<file path="config.mk">
export PLATFORM = sky130hd
export DESIGN_NAME = md5_job_scheduler
export DESIGN_NICKNAME = d
export VERILOG_FILES = /design/src/rtl/md5_sched_pkg.sv /design/src/rtl/md5_rr_pick.sv /design/src/rtl/md5_job_scheduler.sv
export SDC_FILE = /design/constraint.sdc
export NUM_CORES = 1
export LEC_CHECK = 0
export CORE_ASPECT_RATIO = 0.9
export CORE_MARGIN = 4
export CORE_UTILIZATION = 50
export CTS_BUF_LIST = sky130_fd_sc_hd__clkbuf_4 sky130_fd_sc_hd__clkbuf_8 sky130_fd_sc_hd__clkbuf_16
export DETAILED_ROUTE_END_ITERATION = 8
export GPL_TIMING_DRIVEN = 1
export PLACE_DENSITY = 0.77
export SYNTH_ARGS = -nofsm -noshare
export SYNTH_HDL_FRONTEND = slang
export SYNTH_SLANG_ARGS = --single-unit
</file>
<file path="constraint.sdc">
create_clock -name clk -period 12.5 [get_ports clk]
set_clock_uncertainty 0.1 [all_clocks]
set_input_delay 1.875 -clock clk [delete_from_list [all_inputs] [get_ports clk]]
set_output_delay 1.875 -clock clk [all_outputs]
set_load 0.05 [all_outputs]
</file>
<file path="src/rtl/md5_sched_pkg.sv">
// Shared state encoding and default widths for the MD5 job scheduler.
package md5_sched_pkg;

    typedef enum logic [1:0] {
        IDLE     = 2'd0,
        DISPATCH = 2'd1,
        DRAIN    = 2'd2,
        DONE     = 2'd3
    } sched_state_t;

    localparam int KEY_W_DEF   = 32;
    localparam int CHUNK_W_DEF = 16;

endpackage

</file>
<file path="src/rtl/md5_rr_pick.sv">
// Combinational round-robin picker: grants the lowest-index free engine
// at or after ptr, wrapping around the engine array.
module md5_rr_pick #(
    parameter  int N  = 4,
    localparam int PW = (N > 1) ? $clog2(N) : 1
) (
    input  logic [N-1:0]  free,
    input  logic [PW-1:0] ptr,
    output logic [N-1:0]  grant,
    output logic          valid
);

    logic [2*N-1:0] dbl;
    logic [N-1:0]   rot;
    logic [PW-1:0]  off;
    logic [PW:0]    sum;

    always_comb begin
        // Rotate so bit 0 of rot is the engine at ptr.
        dbl   = {free, free} >> ptr;
        rot   = dbl[N-1:0];
        valid = |rot;
        off   = '0;
        for (int i = N - 1; i >= 0; i--) begin
            if (rot[i]) off = PW'(i);
        end
        sum = {1'b0, ptr} + {1'b0, off};
        if (sum >= (PW + 1)'(N)) sum = sum - (PW + 1)'(N);
        grant = valid ? (N'(1) << sum) : '0;
    end

endmodule

</file>
<file path="src/rtl/md5_job_scheduler.sv">
// Splits a key range into chunks, dispatches them round-robin to the MD5
// engines and reports the first match. Optional cycle counter: MD5_SCHED_PERF_EN.
module md5_job_scheduler
    import md5_sched_pkg::*;
#(
    parameter int NUM_ENG = 4,
    parameter int KEY_W   = KEY_W_DEF,
    parameter int CHUNK_W = CHUNK_W_DEF
) (
    input  logic                       clk,
    input  logic                       reset,
    input  logic                       start,
    input  logic                       abort,
    input  logic [KEY_W-1:0]           range_base,
    input  logic [KEY_W-1:0]           range_end,
    input  logic [CHUNK_W-1:0]         chunk_size,
    output logic [NUM_ENG-1:0]         eng_start,
    output logic [NUM_ENG*KEY_W-1:0]   eng_base,
    output logic [NUM_ENG*CHUNK_W-1:0] eng_count,
    output logic [NUM_ENG-1:0]         eng_abort,
    input  logic [NUM_ENG-1:0]         eng_busy,
    input  logic [NUM_ENG-1:0]         eng_done,
    input  logic [NUM_ENG-1:0]         eng_found,
    input  logic [NUM_ENG*KEY_W-1:0]   eng_key,
    output logic                       busy,
    output logic                       done,
    output logic                       found,
    output logic [KEY_W-1:0]           found_key,
    output logic [31:0]                chunks_issued,
    output logic [31:0]                perf_cycles
);

    localparam int PTR_W = (NUM_ENG > 1) ? $clog2(NUM_ENG) : 1;

    sched_state_t state, state_nxt;

    logic [KEY_W:0]       next_q;
    logic [KEY_W-1:0]     end_q;
    logic [CHUNK_W-1:0]   chunk_q;
    logic [NUM_ENG-1:0]   pend_q, pend_nxt, start_q, abort_q;
    logic [KEY_W-1:0]     base_q [NUM_ENG];
    logic [CHUNK_W-1:0]   cnt_q  [NUM_ENG];
    logic [KEY_W-1:0]     key_a  [NUM_ENG];
    logic                 done_q, found_q;
    logic [KEY_W-1:0]     key_q;
    logic [31:0]          issued_q;
    logic [PTR_W-1:0]     ptr_q, ptr_nxt, gidx;

    logic [NUM_ENG-1:0]   free, grant, hit;
    logic                 grant_valid, issue, new_match, all_idle, busy_st;
    logic [KEY_W:0]       remain, chunk_ext, cnt_w, next_adv;
    logic [KEY_W-1:0]     mkey;

    for (genvar g = 0; g < NUM_ENG; g++) begin : g_eng
        assign key_a[g]                        = eng_key[g*KEY_W +: KEY_W];
        assign eng_base[g*KEY_W +: KEY_W]      = base_q[g];
        assign eng_count[g*CHUNK_W +: CHUNK_W] = cnt_q[g];
    end

    assign free = ~eng_busy & ~pend_q;

    md5_rr_pick #(.N(NUM_ENG)) u_pick (
        .free  (free),
        .ptr   (ptr_q),
        .grant (grant),
        .valid (grant_valid)
    );

    assign busy_st = (state == DISPATCH) || (state == DRAIN);
    assign issue   = (state == DISPATCH) && grant_valid && !abort;
    assign hit       = eng_done & eng_found;
    assign new_match = busy_st && (|hit) && !found_q;

    // Range arithmetic is one bit wider so an all-ones range_end cannot wrap.
    assign remain    = {1'b0, end_q} - next_q + (KEY_W + 1)'(1);
    assign chunk_ext = {{(KEY_W + 1 - CHUNK_W){1'b0}}, chunk_q};
    assign cnt_w     = (chunk_ext < remain) ? chunk_ext : remain;
    assign next_adv  = next_q + cnt_w;

    assign pend_nxt = (pend_q & ~(eng_busy | eng_done)) | (issue ? grant : '0);
    assign all_idle = ~|eng_busy && ~|pend_nxt;

    always_comb begin
        gidx = '0;
        for (int i = 0; i < NUM_ENG; i++) begin
            if (grant[i]) gidx = PTR_W'(i);
        end
        ptr_nxt = (gidx == PTR_W'(NUM_ENG - 1)) ? '0 : gidx + PTR_W'(1);
    end

    always_comb begin
        mkey = '0;
        for (int i = NUM_ENG - 1; i >= 0; i--) begin
            if (hit[i]) mkey = key_a[i];
        end
    end

    always_comb begin
        state_nxt = state;
        case (state)
            IDLE: begin
                if (start) state_nxt = (range_end < range_base) ? DONE : DISPATCH;
            end
            DISPATCH: begin
                if (new_match || abort)                           state_nxt = DRAIN;
                else if (issue && (next_adv > {1'b0, end_q}))     state_nxt = DRAIN;
            end
            DRAIN: begin
                if (all_idle) state_nxt = DONE;
            end
            DONE:    state_nxt = IDLE;
            default: state_nxt = IDLE;
        endcase
    end

    always_ff @(posedge clk) begin
        if (reset) begin
            state    <= IDLE;
            next_q   <= '0;
            end_q    <= '0;
            chunk_q  <= '0;
            pend_q   <= '0;
            start_q  <= '0;
            abort_q  <= '0;
            done_q   <= 1'b0;
            found_q  <= 1'b0;
            key_q    <= '0;
            issued_q <= '0;
            ptr_q    <= '0;
            for (int i = 0; i < NUM_ENG; i++) begin
                base_q[i] <= '0;
                cnt_q[i]  <= '0;
            end
        end else begin
            state   <= state_nxt;
            pend_q  <= pend_nxt;
            start_q <= issue ? grant : '0;

            if (state == IDLE && start) begin
                next_q   <= {1'b0, range_base};
                end_q    <= range_end;
                chunk_q  <= (chunk_size == '0) ? CHUNK_W'(1) : chunk_size;
                done_q   <= 1'b0;
                found_q  <= 1'b0;
                issued_q <= '0;
                ptr_q    <= '0;
                abort_q  <= '0;
            end

            if (issue) begin
                next_q   <= next_adv;
                issued_q <= issued_q + 32'd1;
                ptr_q    <= ptr_nxt;
                for (int i = 0; i < NUM_ENG; i++) begin
                    if (grant[i]) begin
                        base_q[i] <= next_q[KEY_W-1:0];
                        cnt_q[i]  <= cnt_w[CHUNK_W-1:0];
                    end
                end
            end

            if (busy_st && abort) abort_q <= '1;

            // First match wins; it also stops every engine.
            if (new_match) begin
                found_q <= 1'b1;
                key_q   <= mkey;
                abort_q <= '1;
            end

            if (state == DONE) begin
                done_q  <= 1'b1;
                abort_q <= '0;
            end
        end
    end

    assign eng_start     = start_q;
    assign eng_abort     = abort_q;
    assign busy          = busy_st;
    assign done          = done_q;
    assign found         = found_q;
    assign found_key     = key_q;
    assign chunks_issued = issued_q;

`ifdef MD5_SCHED_PERF_EN
    logic [31:0] perf_q;

    always_ff @(posedge clk) begin
        if (reset)                         perf_q <= '0;
        else if (state == IDLE && start)   perf_q <= '0;
        else if (busy_st && perf_q != '1)  perf_q <= perf_q + 32'd1;
    end

    assign perf_cycles = perf_q;
`else
    assign perf_cycles = '0;
`endif

endmodule

</file>
==> impl_metrics.ini, run 1 <==
[clocking]
cts_tree = yes
clk_latency_ps = 570
cts-root-buf = clkbuf_16
cts.reportedPaths.clkPinSlew_ps = 60
ctsResizeCount = 0
clockBufferDepth = 3
numCtsBuffers = 38
cts_setup_buffers = 0
htreeDepth = 2
cts-hold-fix-buffers = 0
cts.sinks = 352

[final_layout]
fin_nets = 3136
drive_above_1_share = 0.0518
n_fill_cell = 3257
final_area_sq_mm = 0.0268
areaGrowthSynthToFinish_pct = 31.9
final_cell_count_no_fill = 3291

[synth]
synthMuxAreaShare = 0.0141
ys_top_cells_by_count = nor2_1, nand2_1, edfxtp_1, ha_1, dfxtp_1
synth_top_family_by_area = simple AND/OR/NAND/NOR gates
synth_compound_gate_area_share = 0.169
seq_area_frac_synth = 0.441
synth_top_area_frac = 0.283
synthXorXnorAreaFrac = 0.0219
postSynthCellCount = 2276
synthArstFlopShare = 0
synth_seq_cells = 352
avgSynthCellArea_sq_um = 8.94
yosys-top-cells-area = edfxtp_1, dfxtp_1, ha_1
ys.flop_type = edfxtp_1
synth_cell_types = 73
synthAdderAreaFrac = 0.114
yosysTopAreaCell = edfxtp_1
synth_edf_count = 192
synth-simple-area-share = 0.177
yosysMostFrequentCell = nor2_1
yosysWarnings = 0
syn_area_sq_mm = 0.0204

[placement]
io_buffer_count = 490
dpl.hpwl_mm = 55.7
place_area_sq_mm = 0.0256
gp_congestion = 0.948
place_inst = 3221

[sta]
rsz0062_at_grt = false
period_needed_ps = 10510
hold_viol_final = 0
max_slew_margin = 0.222
report.final.slew_viol_count = 0
fin_tns_setup_ps = 0
worst_pin_slew_ps = 1170
fmaxAchievable_ghz = 0.0951
finalSetupViolations = 0
holdWs_ps = 360
timing.final.crit_share = 0.841

[critical_path]
end_kind = flip-flop
crit_type = flip-flop to flip-flop
crit_path_start_kind = flip-flop
crit_path_max_fanout = 9
critPathRequiredTime_ps = 12910
slowest_stage = nor4_4
critPathArrivalTime_ps = 10920
cpMostUsedCell = ha_1
crit_path_max_incr_delay_ps = 700

[floorplanning]
core_area_sq_mm = 0.0399
die-height_um = 199
rows = 69
pin_count = 523
dieWidth_um = 221
start_util = 0.510
fp.dieArea_sq_mm = 0.0440

[status]
status = complete, no violations

[global_route]
track_usage = 0.316
grt_pass1_wl_mm = 106
antenna_found_initial = 1
grt_max_degree = 89
grt_overflow = 0
grt_pass1_vias = 17549

[routing]
via_count = 19034
routedWlPerCell_um = 22.0
dr.pass1.iters = 7
via_per_inst = 5.78
drc = 0
drt_iter0_drc = 2238
ant_nets = 0
wl_mm = 72.4

[power_and_ir_drop]
max-vdd-ir-drop_v = 0.000156
cellPowerDensity_mw_per_mm2 = 205
power_leakage_nw = 10.6

[job]
maxCapViolations = 0

[worst_hold_path]
min_path_type = flip-flop to flip-flop
## layer usage
layer	GRT usage	up-vias	routed length, um
met5	0	-	13
met3	0.0861	111	8320
met4	0.0830	2	1770
met2	0.469	1026	30800
li1	-	8913	-
met1	0.459	8982	31400
## layout make-up
cell class	count	area [sq um]	area share
inverters	161	604	0.0225
clock buffers	59	1130	0.0422
multi-input cells	1667	10300	0.384
diodes	1	2.50	0.0000932
flip-flops and latches	352	8970	0.334
repair buffers	509	5040	0.188
clock inverters	10	104	0.00387
well taps	532	666	0.0248
## report_power, final
group	internal (mW)	total, mW	switching (mW)
Combinational	1.00	2.87	1.87
Sequential	1.40	1.53	0.125
Clock	0.634	1.11	0.478
## sequential cells by signal, indices dropped and copies added, names as in the netlist
| name | cells |
|---|---|
| chunks_issued | 32 |
| state | 2 |
| eng_abort | 1 |
| found_key | 32 |
| ptr_q | 2 |
| eng_start | 4 |
| done | 1 |
| cnt_q | 64 |
| base_q | 128 |
| next_q | 33 |
| pend_q | 4 |
| chunk_q | 16 |
| found | 1 |
| end_q | 32 |
## critical path: cells and delay by family (launching register included)
kind,cells,cell delay (ps)
compound gates,20,4570
xor+xnor,2,270
mux,1,430
buf+inv,5,710
fa+ha+maj,6,1680
simple gates,9,2320
flops,1,350
## path summary, 6_finish.rpt
path / startpoint / end / slack [ps] / depth (start not counted)
max: next_q[2]$_SDFFE_PP0P_ / state[1]$_SDFFE_PP0P_ / 1990 / 43
min: end_q[1]$_SDFFE_PP0P_ / end_q[1]$_SDFFE_PP0P_ / 360 / 2
min reg2reg: end_q[1]$_SDFFE_PP0P_ / end_q[1]$_SDFFE_PP0P_ / 360 / 2
max reg2reg: next_q[2]$_SDFFE_PP0P_ / state[1]$_SDFFE_PP0P_ / 1990 / 43
## cells by family after synthesis
kind of cell | count (synthesis)
buffers and inverters | 304
adders and majority gates | 183
other | 1
AOI/OAI and AO/OA | 515
DFF | 352
muxes | 27
xor gates and xnor gates | 51
and+or+nand+nor | 843
## through the flow
stage               power [mW]  setup slack, ps  utilization
floorplan                 3.47             3640            -
detailed placement        4.35             2140        0.642
finish                    5.51             1990        0.673
global placement          4.33             2550        0.642
global route              5.83             1220        0.673
CTS                       5.47             2130        0.673
## placed cells by master (no fill, tap or decap), types with 20 or more instances in the layout
master / netlist / routed
dfxtp_1: 160 / 160
buf_4: 35 / 20
a21o_1: 46 / 46
o311ai_0: 36 / 36
nand2_1: 269 / 264
nor2_1: 382 / 381
o21ai_0: 89 / 89
nand3_1: 52 / 51
ha_1: 180 / 180
a311oi_1: 30 / 30
nand4_1: 20 / 20
edfxtp_1: 192 / 192
clkbuf_16: 0 / 38
nor3_1: 25 / 25
a221oi_1: 39 / 39
a21oi_1: 157 / 157
clkdlybuf4s50_1: 0 / 489
inv_1: 156 / 156
xnor2_1: 37 / 37
conb_1: 1 / 48
Note: power is estimated with default switching activity, not from simulation.
==> run 2: changes to the inputs <==
--- a/config.mk
+++ b/config.mk
@@ -7,11 +7,11 @@
 export LEC_CHECK = 0
 export CORE_ASPECT_RATIO = 0.9
 export CORE_MARGIN = 4
-export CORE_UTILIZATION = 50
+export CORE_UTILIZATION = 45
 export CTS_BUF_LIST = sky130_fd_sc_hd__clkbuf_4 sky130_fd_sc_hd__clkbuf_8 sky130_fd_sc_hd__clkbuf_16
 export DETAILED_ROUTE_END_ITERATION = 8
 export GPL_TIMING_DRIVEN = 1
-export PLACE_DENSITY = 0.77
+export PLACE_DENSITY = 0.73
 export SYNTH_ARGS = -nofsm -noshare
 export SYNTH_HDL_FRONTEND = slang
 export SYNTH_SLANG_ARGS = --single-unit
==> constraint.sdc (replaced) <==
create_clock -name clk -period 9.6 [get_ports clk]
set_clock_uncertainty 0.1 [all_clocks]
set_input_delay 1.44 -clock clk [delete_from_list [all_inputs] [get_ports clk]]
set_output_delay 1.44 -clock clk [all_outputs]
set_load 0.05 [all_outputs]
==> run 2 against run 1 <==
Effect of this change: setup slack worse by 1500 ps; register-to-register slack worse by 1500 ps; global-route usage down 2.7 points; die area up 11%; total power up 33%; sequential share of layout area down 0.68 points; sequential cell count unchanged; sequential power up 30%; critical endpoint unchanged; largest power group unchanged.
==> impl_metrics.ini, run 2 (synthesis gave the netlist of run 1 again) <==
[status]
status = complete, no violations

[global_route]
grt_overflow = 0
antenna_found_initial = 2
grt_max_degree = 91
track_usage = 0.289
grt_pass1_vias = 18130
grt_pass1_wl_mm = 110

[clocking]
clockBufferDepth = 3
cts.reportedPaths.clkPinSlew_ps = 60
clk_latency_ps = 590
cts-hold-fix-buffers = 0
cts_tree = yes
cts-root-buf = clkbuf_16
numCtsBuffers = 40
cts.sinks = 352
htreeDepth = 2

[critical_path]
critPathArrivalTime_ps = 9510
end_kind = flip-flop
cpMostUsedCell = ha_1
critical-path-top-delay-family = compound AO/OA/AOI/OAI gates
crit_path_max_incr_delay_ps = 440
crit_path_max_fanout = 8
critPathRequiredTime_ps = 10010
crit_path_start_kind = flip-flop
slowest_stage = or4_4
crit_buf_inv = 6
crit_type = flip-flop to flip-flop

[final_layout]
areaGrowthSynthToFinish_pct = 34.7
reg_top3 = base_q: 128 flops, cnt_q: 64 flops, next_q: 33 flops
n_fill_cell = 3785
final_common_cell = clkdlybuf4s50_1
most-common-layout-cells = clkdlybuf4s50_1, nor2_1, nand2_1
drive_above_1_share = 0.0743
top_register = base_q
fin_nets = 3162
largest_register_ffs = 128

[placement]
gp_congestion = 0.957
dpl.hpwl_mm = 56.1
dp_slack_ps = -101
io_buffer_count = 490

[sta]
max_slew_margin = 0.333
worst_pin_slew_ps = 1000
fin_tns_setup_ps = 0
report.final.slew_viol_count = 0
fmaxAchievable_ghz = 0.110
timing.final.crit_share = 0.948
period_needed_ps = 9100
worst_slack_ps = 504
hold_viol_final = 0
finalSetupViolations = 0

[routing]
drt_iter0_drc = 1833
dr.pass1.iters = 8
routedWlPerCell_um = 21.9
via_per_inst = 5.71
ant_nets = 0
wl_mm = 74.1
drc = 0
via_count = 19362

[worst_hold_path]
min_path_type = flip-flop to flip-flop

[floorplanning]
pin_count = 523
fp.dieArea_sq_mm = 0.0487
core_area_sq_mm = 0.0445
start_util = 0.458
dieWidth_um = 232
rows = 73
die-height_um = 210

[power_and_ir_drop]
cellPowerDensity_mw_per_mm2 = 268
max-vdd-ir-drop_v = 0.000179
power_leakage_nw = 10.8

[job]
maxCapViolations = 0
[run 2: final cells by class]
| class | instances | area, sq um | area share |
|---|---|---|---|
| antenna | 2 | 5.00 | 0.000183 |
| clock buffer | 52 | 1120 | 0.0407 |
| clock inverter | 21 | 205 | 0.00749 |
| inverter | 161 | 604 | 0.0220 |
| multi-input combinational | 1667 | 10500 | 0.383 |
| sequential | 352 | 8970 | 0.327 |
| tap | 600 | 751 | 0.0274 |
| timing repair buffer | 533 | 5260 | 0.192 |
[run 2: report_power, final]
part | internal (mW) | leakage (nW) | switching (mW) | total (mW)
logic | 1.36 | 6.84 | 2.47 | 3.83
registers | 1.83 | 3.30 | 0.168 | 1.99
clock network | 0.863 | 0.654 | 0.656 | 1.52
[run 2: layer usage]
| metal | vias to the layer above | wire (um) | GRT usage |
|---|---|---|---|
| met1 | 9299 | 31800 | 0.414 |
| met2 | 999 | 33000 | 0.448 |
| li1 | 8959 | - | - |
| met3 | 105 | 7420 | 0.0593 |
| met5 | - | 0 | 0 |
| met4 | 0 | 1850 | 0.0748 |
[run 2: worst paths after layout]
path / start / end / slack, ps / cells past startpoint
min reg2reg: end_q[1]$_SDFFE_PP0P_ / end_q[1]$_SDFFE_PP0P_ / 360 / 2
min: end_q[1]$_SDFFE_PP0P_ / end_q[1]$_SDFFE_PP0P_ / 360 / 2
max reg2reg: next_q[3]$_SDFFE_PP0P_ / state[1]$_SDFFE_PP0P_ / 500 / 43
max: next_q[3]$_SDFFE_PP0P_ / state[1]$_SDFFE_PP0P_ / 500 / 43
[run 2: timing repair]
action / 4_1_cts / 5_1_grt
resized for setup: 5 / 46
gates cloned: 0 / 1
setup buffers: 1 / 9
pin swaps: 1 / 11
setup endpoints to repair: 2 / 2
[run 2: per-stage QoR]
stage               std cells  area [sq um]   util  power [mW]  hold WS (ps)
CTS                      3376         27100  0.610        7.22           357
global route             3388         27400  0.616        7.78           379
detailed placement       3302         25800  0.580        5.68           349
global placement         3302         25800  0.580        5.64           355
finish                   3388         27400  0.616        7.34           360
floorplan                2323         20500      -        4.52           336
[run 2: worst reg2reg max path, delay by kind of cell (launching register included)]
family                   cells  cell delay, ps
AO/OA/AOI/OAI               18            2920
XOR/XNOR                     2             370
adder cells (fa/ha/maj)      5            1720
buffers and inverters        6             760
flip-flops                   1             360
multiplexers                 1             340
AND/OR/NAND/NOR             11            2440
